==> config.mk <==
export PLATFORM = sky130hd
export DESIGN_NAME = ram_init_loader
export DESIGN_NICKNAME = d
export VERILOG_FILES = /design/src/rtl/ram_init_loader.sv
export SDC_FILE = /design/constraint.sdc
export NUM_CORES = 1
export LEC_CHECK = 0
export ABC_AREA = 1
export CAP_MARGIN = 20
export CORE_ASPECT_RATIO = 1.2
export CORE_MARGIN = 2
export CORE_UTILIZATION = 37
export CTS_CLUSTER_DIAMETER = 30
export CTS_CLUSTER_SIZE = 24
export DETAILED_ROUTE_END_ITERATION = 7
export GPL_ROUTABILITY_DRIVEN = 1
export MAX_ROUTING_LAYER = met4
export PLACE_DENSITY = 0.68
export SLEW_MARGIN = 0
export SYNTH_ARGS = -nofsm -noshare
export SYNTH_HDL_FRONTEND = slang
export SYNTH_SLANG_ARGS = --single-unit
==> constraint.sdc <==
create_clock -name clk -period 2 [get_ports clk]
set_clock_uncertainty 0.2 [all_clocks]
set_input_delay 0.2 -clock clk [delete_from_list [all_inputs] [get_ports clk]]
set_output_delay 0.2 -clock clk [all_outputs]
set_load 0.01 [all_outputs]
==> src/rtl/ram_init_loader.sv <==
// ram_init_loader: boot-time program loader for the RAM address/data selector.
// Parses a UART byte stream (16-bit big-endian word count N, then N big-endian
// 16-bit words) and issues sequential handshaked RAM writes starting at BASE_ADDR.
// A one-byte skid register absorbs bytes that arrive while a write is pending.
// Ports:
//   clk, rst         clock, asynchronous active-low reset
//   start            pulse: begin a load (accepted only when idle)
//   rx_data/rx_valid received byte and its strobe
//   wr_ack           RAM controller accepted the pending write
//   initializing     high for the whole load (selector routes init_* to RAM)
//   init_addr/data   RAM write address/data, init_we write request held until wr_ack
//   done             one-cycle pulse at end of load
//   overrun          sticky: a byte was dropped because the skid register was full
module ram_init_loader #(
    parameter int unsigned ADDR_W = 18,
    parameter int unsigned DATA_W = 16,
    parameter logic [ADDR_W-1:0] BASE_ADDR = '0
) (
    input  logic              clk,
    input  logic              rst,
    input  logic              start,
    input  logic [7:0]        rx_data,
    input  logic              rx_valid,
    input  logic              wr_ack,
    output logic              initializing,
    output logic [ADDR_W-1:0] init_addr,
    output logic [DATA_W-1:0] init_data,
    output logic              init_we,
    output logic              done,
    output logic              overrun
);

    localparam int unsigned BYTE_W = 8;
    localparam int unsigned LEN_W  = 16;

    typedef enum logic [2:0] {
        S_IDLE, S_LEN_HI, S_LEN_LO, S_DAT_HI, S_DAT_LO, S_WRITE, S_DONE
    } state_e;

    state_e              state_q, state_d;
    logic [BYTE_W-1:0]   skid_q, skid_d;
    logic                skid_vld_q, skid_vld_d;
    logic [BYTE_W-1:0]   hi_q, hi_d;
    logic [LEN_W-1:0]    rem_q, rem_d;
    logic                initializing_q, initializing_d;
    logic [ADDR_W-1:0]   addr_q, addr_d;
    logic [DATA_W-1:0]   data_q, data_d;
    logic                we_q, we_d;
    logic                done_q, done_d;
    logic                overrun_q, overrun_d;

    logic                byte_state_c;
    logic                byte_vld_c;
    logic [BYTE_W-1:0]   byte_val_c;

    // Skid byte has priority over the live receiver byte
    always_comb begin
        byte_state_c = (state_q == S_LEN_HI) || (state_q == S_LEN_LO) ||
                       (state_q == S_DAT_HI) || (state_q == S_DAT_LO);
        byte_vld_c   = skid_vld_q | rx_valid;
        byte_val_c   = skid_vld_q ? skid_q : rx_data;
    end

    // Next-state and next-output logic
    always_comb begin
        state_d        = state_q;
        skid_d         = skid_q;
        skid_vld_d     = skid_vld_q;
        hi_d           = hi_q;
        rem_d          = rem_q;
        initializing_d = initializing_q;
        addr_d         = addr_q;
        data_d         = data_q;
        we_d           = we_q;
        done_d         = 1'b0;
        overrun_d      = overrun_q;

        // Skid: refill while draining in byte states, capture or drop during a write
        if (byte_state_c && skid_vld_q) begin
            skid_vld_d = rx_valid;
            skid_d     = rx_data;
        end else if (state_q == S_WRITE && rx_valid) begin
            if (skid_vld_q) begin
                overrun_d = 1'b1;
            end else begin
                skid_vld_d = 1'b1;
                skid_d     = rx_data;
            end
        end

        case (state_q)
            S_IDLE: begin
                if (start) begin
                    state_d        = S_LEN_HI;
                    initializing_d = 1'b1;
                    overrun_d      = 1'b0;
                    addr_d         = BASE_ADDR;
                    skid_vld_d     = 1'b0;
                end
            end
            S_LEN_HI: begin
                if (byte_vld_c) begin
                    hi_d    = byte_val_c;
                    state_d = S_LEN_LO;
                end
            end
            S_LEN_LO: begin
                if (byte_vld_c) begin
                    rem_d = {hi_q, byte_val_c};
                    if ({hi_q, byte_val_c} == LEN_W'(0)) begin
                        state_d = S_DONE;
                        done_d  = 1'b1;
                    end else begin
                        state_d = S_DAT_HI;
                    end
                end
            end
            S_DAT_HI: begin
                if (byte_vld_c) begin
                    hi_d    = byte_val_c;
                    state_d = S_DAT_LO;
                end
            end
            S_DAT_LO: begin
                if (byte_vld_c) begin
                    data_d  = DATA_W'({hi_q, byte_val_c});
                    we_d    = 1'b1;
                    state_d = S_WRITE;
                end
            end
            S_WRITE: begin
                if (wr_ack) begin
                    we_d   = 1'b0;
                    addr_d = addr_q + ADDR_W'(1);
                    rem_d  = rem_q - LEN_W'(1);
                    if (rem_q == LEN_W'(1)) begin
                        state_d = S_DONE;
                        done_d  = 1'b1;
                    end else begin
                        state_d = S_DAT_HI;
                    end
                end
            end
            S_DONE: begin
                initializing_d = 1'b0;
                skid_vld_d     = 1'b0;
                state_d        = S_IDLE;
            end
            default: begin
                state_d = S_IDLE;
            end
        endcase
    end

    // State and output registers
    always_ff @(posedge clk or negedge rst) begin
        if (!rst) begin
            state_q        <= S_IDLE;
            skid_q         <= '0;
            skid_vld_q     <= 1'b0;
            hi_q           <= '0;
            rem_q          <= '0;
            initializing_q <= 1'b0;
            addr_q         <= '0;
            data_q         <= '0;
            we_q           <= 1'b0;
            done_q         <= 1'b0;
            overrun_q      <= 1'b0;
        end else begin
            state_q        <= state_d;
            skid_q         <= skid_d;
            skid_vld_q     <= skid_vld_d;
            hi_q           <= hi_d;
            rem_q          <= rem_d;
            initializing_q <= initializing_d;
            addr_q         <= addr_d;
            data_q         <= data_d;
            we_q           <= we_d;
            done_q         <= done_d;
            overrun_q      <= overrun_d;
        end
    end

    assign initializing = initializing_q;
    assign init_addr    = addr_q;
    assign init_data    = data_q;
    assign init_we      = we_q;
    assign done         = done_q;
    assign overrun      = overrun_q;

endmodule

Word-level counts from Yosys, hierarchy flattened

Cells that the tools add are included.

Add/subtract/negate cells: 2
Mux-type cells: 37
Equality and inequality tests: 13
Bitwise logic cells: 1
Reductions and logical operators: 20

Operators with widths:

| operator                                                             | number |
|---|---|
| 18-bit 2-to-1 mux                                                    | 2 |
| 18-bit case mux with 2 select lines                                  | 1 |
| 16-bit 2-to-1 mux                                                    | 2 |
| 16-bit case mux with 2 select lines                                  | 1 |
| 3-bit 2-to-1 mux                                                     | 8 |
| 8-bit 2-to-1 mux                                                     | 3 |
| 18-bit by 1-bit adder with 18-bit output, second input constant      | 1 |
| 3-bit case mux with 6 select lines                                   | 1 |
| 16-bit by 1-bit == test with 1-bit output, second input constant     | 1 |
| 16-bit zero test                                                     | 1 |
| 16-bit by 1-bit subtractor with 16-bit output, second input constant | 1 |
| 1-bit 2-to-1 mux                                                     | 15 |
| 2-bit inequality test, second input constant                         | 6 |
| 2-bit nonzero test                                                   | 5 |
| 3-bit == test, second input constant                                 | 3 |
| 3-bit AND reduction                                                  | 3 |
| 1-bit case mux with 2 select lines                                   | 4 |
| 3-bit by 2-bit == test with 1-bit output, second input constant      | 2 |
| 2-bit AND reduction                                                  | 3 |
| 6-bit AND reduction                                                  | 1 |
| 3-bit by 1-bit == test with 1-bit output, second input constant      | 1 |
| 3-bit zero test                                                      | 1 |
| 1-bit logical OR                                                     | 3 |
| 1-bit logical AND                                                    | 2 |
| 2 further kinds                                                      | 2 |

Output and inout port bits: 38
Flip-flop bits (word level): 74
Word-level logic and storage cells: 84
Input port bits: 13

Depth between registers and ports, before layout

Depth in word-level cells: 8
Gate-level depth with buffers: 10
Gate-level depth less buffers: 10

Worst setup path before layout

OpenSTA, ideal clock, no wires.

Path kind: register -> register
Start: reg addr_q[0] (netlist: init_addr[0])
End: reg addr_q[12] (netlist: init_addr[12])
Arrival time: 1.345 ns
Data required time: 1.681 ns
Library setup time: 0.119 ns
Period minus slack after synthesis: 1.664 ns
Cell stages (with the launch flop): 7
Slack: 0.336 ns
Path buffers: 0
Cell sequence: dfrtp_1 ha_1 nand3_1 nor4_1 nand3_1 nand2_1 nor2_1

Longest elaborated chain between the ends: 3

Ends and longest elaborated chain:

| what                                     | line | text |
|---|---|---|
| start: declaration                       | 46   | `logic [ADDR_W-1:0] addr_q, addr_d;` |
| start signal: assignment                 | 176  | `addr_q <= addr_d;` |
| 18-bit by 1-bit adder with 18-bit output | 134  | `addr_d = addr_q + ADDR_W'(1);` |
| 18-bit 2-to-1 mux                        | 132  | `if (wr_ack) begin` |
| 18-bit case mux with 2 select lines      | 91   | `case (state_q)` |

Every way passes these cells. The select of a mux whose other input is x is not followed.
A chain may end at the register's enable or synchronous reset.

Worst setup path after layout

Start: reg skid_vld_q
End: reg done_q (netlist: done)

Longest elaborated chain between the ends: 5
Elaborated cells between the ends (all ways): 6
Those cells by class: 4 x mux; 1 x bitwise; 1 x reduce/logical

Ends and longest elaborated chain:

| what                                   | line | text |
|---|---|---|
| start: declaration                     | 42   | `logic skid_vld_q, skid_vld_d;` |
| start signal: assignment               | 172  | `skid_vld_q <= skid_vld_d;` |
| 8-bit 2-to-1 mux                       | --   |  |
| 16-bit zero test                       | 110  | `if ({hi_q, byte_val_c} == LEN_W'(0)) begin` |
| 1-bit 2-to-1 mux                       | 110  |  |
| 1-bit 2-to-1 mux (*)                   | 108  | `if (byte_vld_c) begin` |
| 1-bit case mux with 2 select lines (*) | 91   |  |
| net done_d                             | 49   | `logic done_q, done_d;` |
| end signal: assignment                 | 179  | `done_q <= done_d;` |
| end: declaration                       | 49   |  |

The timed path passes the listed nets; every way through them passes the cells marked *.

==> metrics.txt <==
status=complete, no violations; Core Area=10600 um^2; peak supply drop=between 0.0007 and 0.0008 V; pwr dens=1320 nW/um^2; DRC viols=0; antenna violations before repair=0; GRT Overall Usage=19.9%; pin count of the biggest net entering global routing=33; TritonCTS clock tree=yes; slowest cell delay on critical path=0.50 ns; Worst Path Arrival=1.91 ns; placed cell area=4800 um^2; Clock Latency Late Sink=0.33 ns; Static Leak=2.38 nW; CTS buffer count=9; IO Port Bufs=50; top-count cell post-synth=nand2_1; async set-reset flop share out of synthesis=100%; fill count=1048; Slew Limit Fails=0; post-synthesis cell count=544; leading area contributor after synthesis=dfrtp_1; crit path max fanout=11; Reg2Reg Launch Point=skid_vld_q; clock transition at the registers of the reported paths=roughly 0.06 ns; Syn. warnings=0; Post-CTS Setup Bufs=0; Core Util, Final=roughly half; via count=about 3900; net load switching power=approximately 2.6 mW; antenna cell count=0; Synth top area share=45.7%; kind of cell adding the most delay to the critical path=simple AND/OR/NAND/NOR gates; Slew headroom=between 60% and 70%; sw frac=roughly 39%; global-route wire length before repair=18400 um; total chip power=6.74 mW; final-report setup violation count=0; H-tree depth=3; RSZ-0062 raised after global routing=false; P&R area growth vs syn=26.2%; Synth Cell Area=4050 um^2; Pre-Repair DR Iteration Count=5; CP bufs+invs=1; Setup crit end kind=flip-flop; hpwl dp=8000 um; die area=11800 um^2; number of cells on the worst reg-to-reg path=7; Post-synth EDFFs=0; Final ANT Viol Nets=0; Max Freq=0.533 GHz; startpoint types=flip-flop; hold slack=around 0.18 ns; final net count=628; Worst R2R End=done; Rows=41; Avg Inst Size Synth=around 7.4 um^2; # clock sinks=74; FF-to-FF setup slack=around 0.12 ns; Seq/Total Area, Yosys=about 46%; WL/cell=14.4 um; fin crit period=approximately 1.9 ns; Pint=4.11 mW; Seq pwr share=36.2%; final instance area=5110 um^2; Top-Level Pins=51; post-synthesis cell type count=34; total gr overflow=0; CP Data Required Time=2.03 ns; ys flop type=dfrtp_1; Synth top cells by count=153 x nand2_1, 74 x dfrtp_1, 61 x nor2_1; vias per cell=5.17; drt first-iter violations=between 200 and 300; share of layout cells above drive strength 1=between 10 and 15%; Routed WL=10700 um; Place WS=0.0392 ns; Root Driver=clkbuf_16; number of synthesized register bits=74; Inst Count DP=729; Crit path top cell by count=nand2_1; Clk network pwr share=a little under a quarter; gpl congestion=0.879; Die Width=a little under 100 um; Max Cap Viol=0; vias in the first global route=3753; final hold vios=0; ordered list of cells on the worst path=inv_2 -> nand2_1 -> nand2_1 -> nand2_1 -> nor2_1 -> nand4_1 -> o21ai_0; CTS max path bufs=2; slowest stage cell, crit path=dfrtp_2; DIE HEIGHT=approximately 120 um; Finished Layout Cells=745; worst slew pin tran=0.533 ns; Setup Crit Path Kind=reg -> reg; initial core utilization=38.3%; Synth area leaders=dfrtp_1 46%, nand2_1 14%, o21ai_0 6.6%; TNS Setup=0 ns; Final Cycle Share=a little over nine tenths; syn_nets=560; combinational power share=a little over 40%; final worst setup slack=0.123 ns; Hold Path Class=in -> async
## metal layers
metal	part of all wire [%]	track usage (%)	vias to the layer above
met2	49	31.6	110
met3	4.9	2.37	17
met4	2.1	8.22	0
met5	0	-	-
li1	-	-	1904
met1	44	25.9	1823
## power groups by stage
| stage | registers, mW | clock network (mW) | logic (mW) |
|---|---|---|---|
| after floorplan | 2.45 | 0 | 1.63 |
| after global placement | 2.43 | 0 | 2.68 |
| after detailed placement | 2.45 | 0 | 2.71 |
| after CTS | 2.43 | 1.59 | 2.74 |
| after global routing | 2.51 | 1.66 | 3.12 |
| final | 2.44 | 1.56 | 2.74 |
## cell families (layout without fill, tap and decap cells)
kind of cell,count (synthesis),in the layout,synth area share (%)
buffers and inverters,81,153,8.59
AO/OA/AOI/OAI,107,107,14.7
adder cells (fa/ha/maj),3,3,0.927
XOR/XNOR,9,9,1.95
flip-flops,74,74,45.7
AND/OR/NAND/NOR,270,270,28.1
## worst max-delay path by stage
stage                    end          from  slack (ns)  cells after the start
5_1_grt            rem_q[13]    state_q[1]        0.01                      9
2_1_floorplan  init_addr[12]  init_addr[0]        0.34                      6
6_report                done    skid_vld_q        0.12                      7
3_3_place_gp      state_q[0]    skid_vld_q         0.1                     10
3_5_place_dp            done    skid_vld_q        0.04                      7
4_1_cts                 done    skid_vld_q        0.04                      7
## sequential cells by signal (all words and copies together) (netlist names)
signal / count
state_q: 3
skid_vld_q: 1
initializing: 1
rem_q: 16
init_data: 16
done: 1
init_addr: 18
overrun: 1
init_we: 1
hi_q: 8
skid_q: 8
## area by class of cell
type	instances	area [um^2]	share of cell area (%)
inverter	65	244	4.77
timing repair buffer	73	708	13.9
sequential	74	1850	36.3
clock buffer	10	229	4.48
multi-input combinational	389	1860	36.4
tap	129	161	3.16
clock inverter	5	56.3	1.10
## cells in the final DEF, fill, tap and decap left out, drive strengths merged, types with 4 or more instances in the layout
cell,netlist,routed
buf,13,23
dfrtp,74,74
clkdlybuf4s50,0,49
o21ai,65,65
nand4,11,11
a21oi,25,25
inv,65,65
clkbuf,3,10
xor2,9,9
nor2,63,63
nand2,161,161
nand3,30,30
o221ai,4,4
## what timing repair did
| action | 4_1_cts | 5_1_grt |
|---|---|---|
| endpoints found under the setup margin | 1 | 6 |
| hold buffers | 1 | 0 |
| endpoints found under the hold margin | 18 | 0 |
| gates resized for setup | 1 | 4 |
| pin swaps | 0 | 0 |
(Power assumes the default switching activity.)
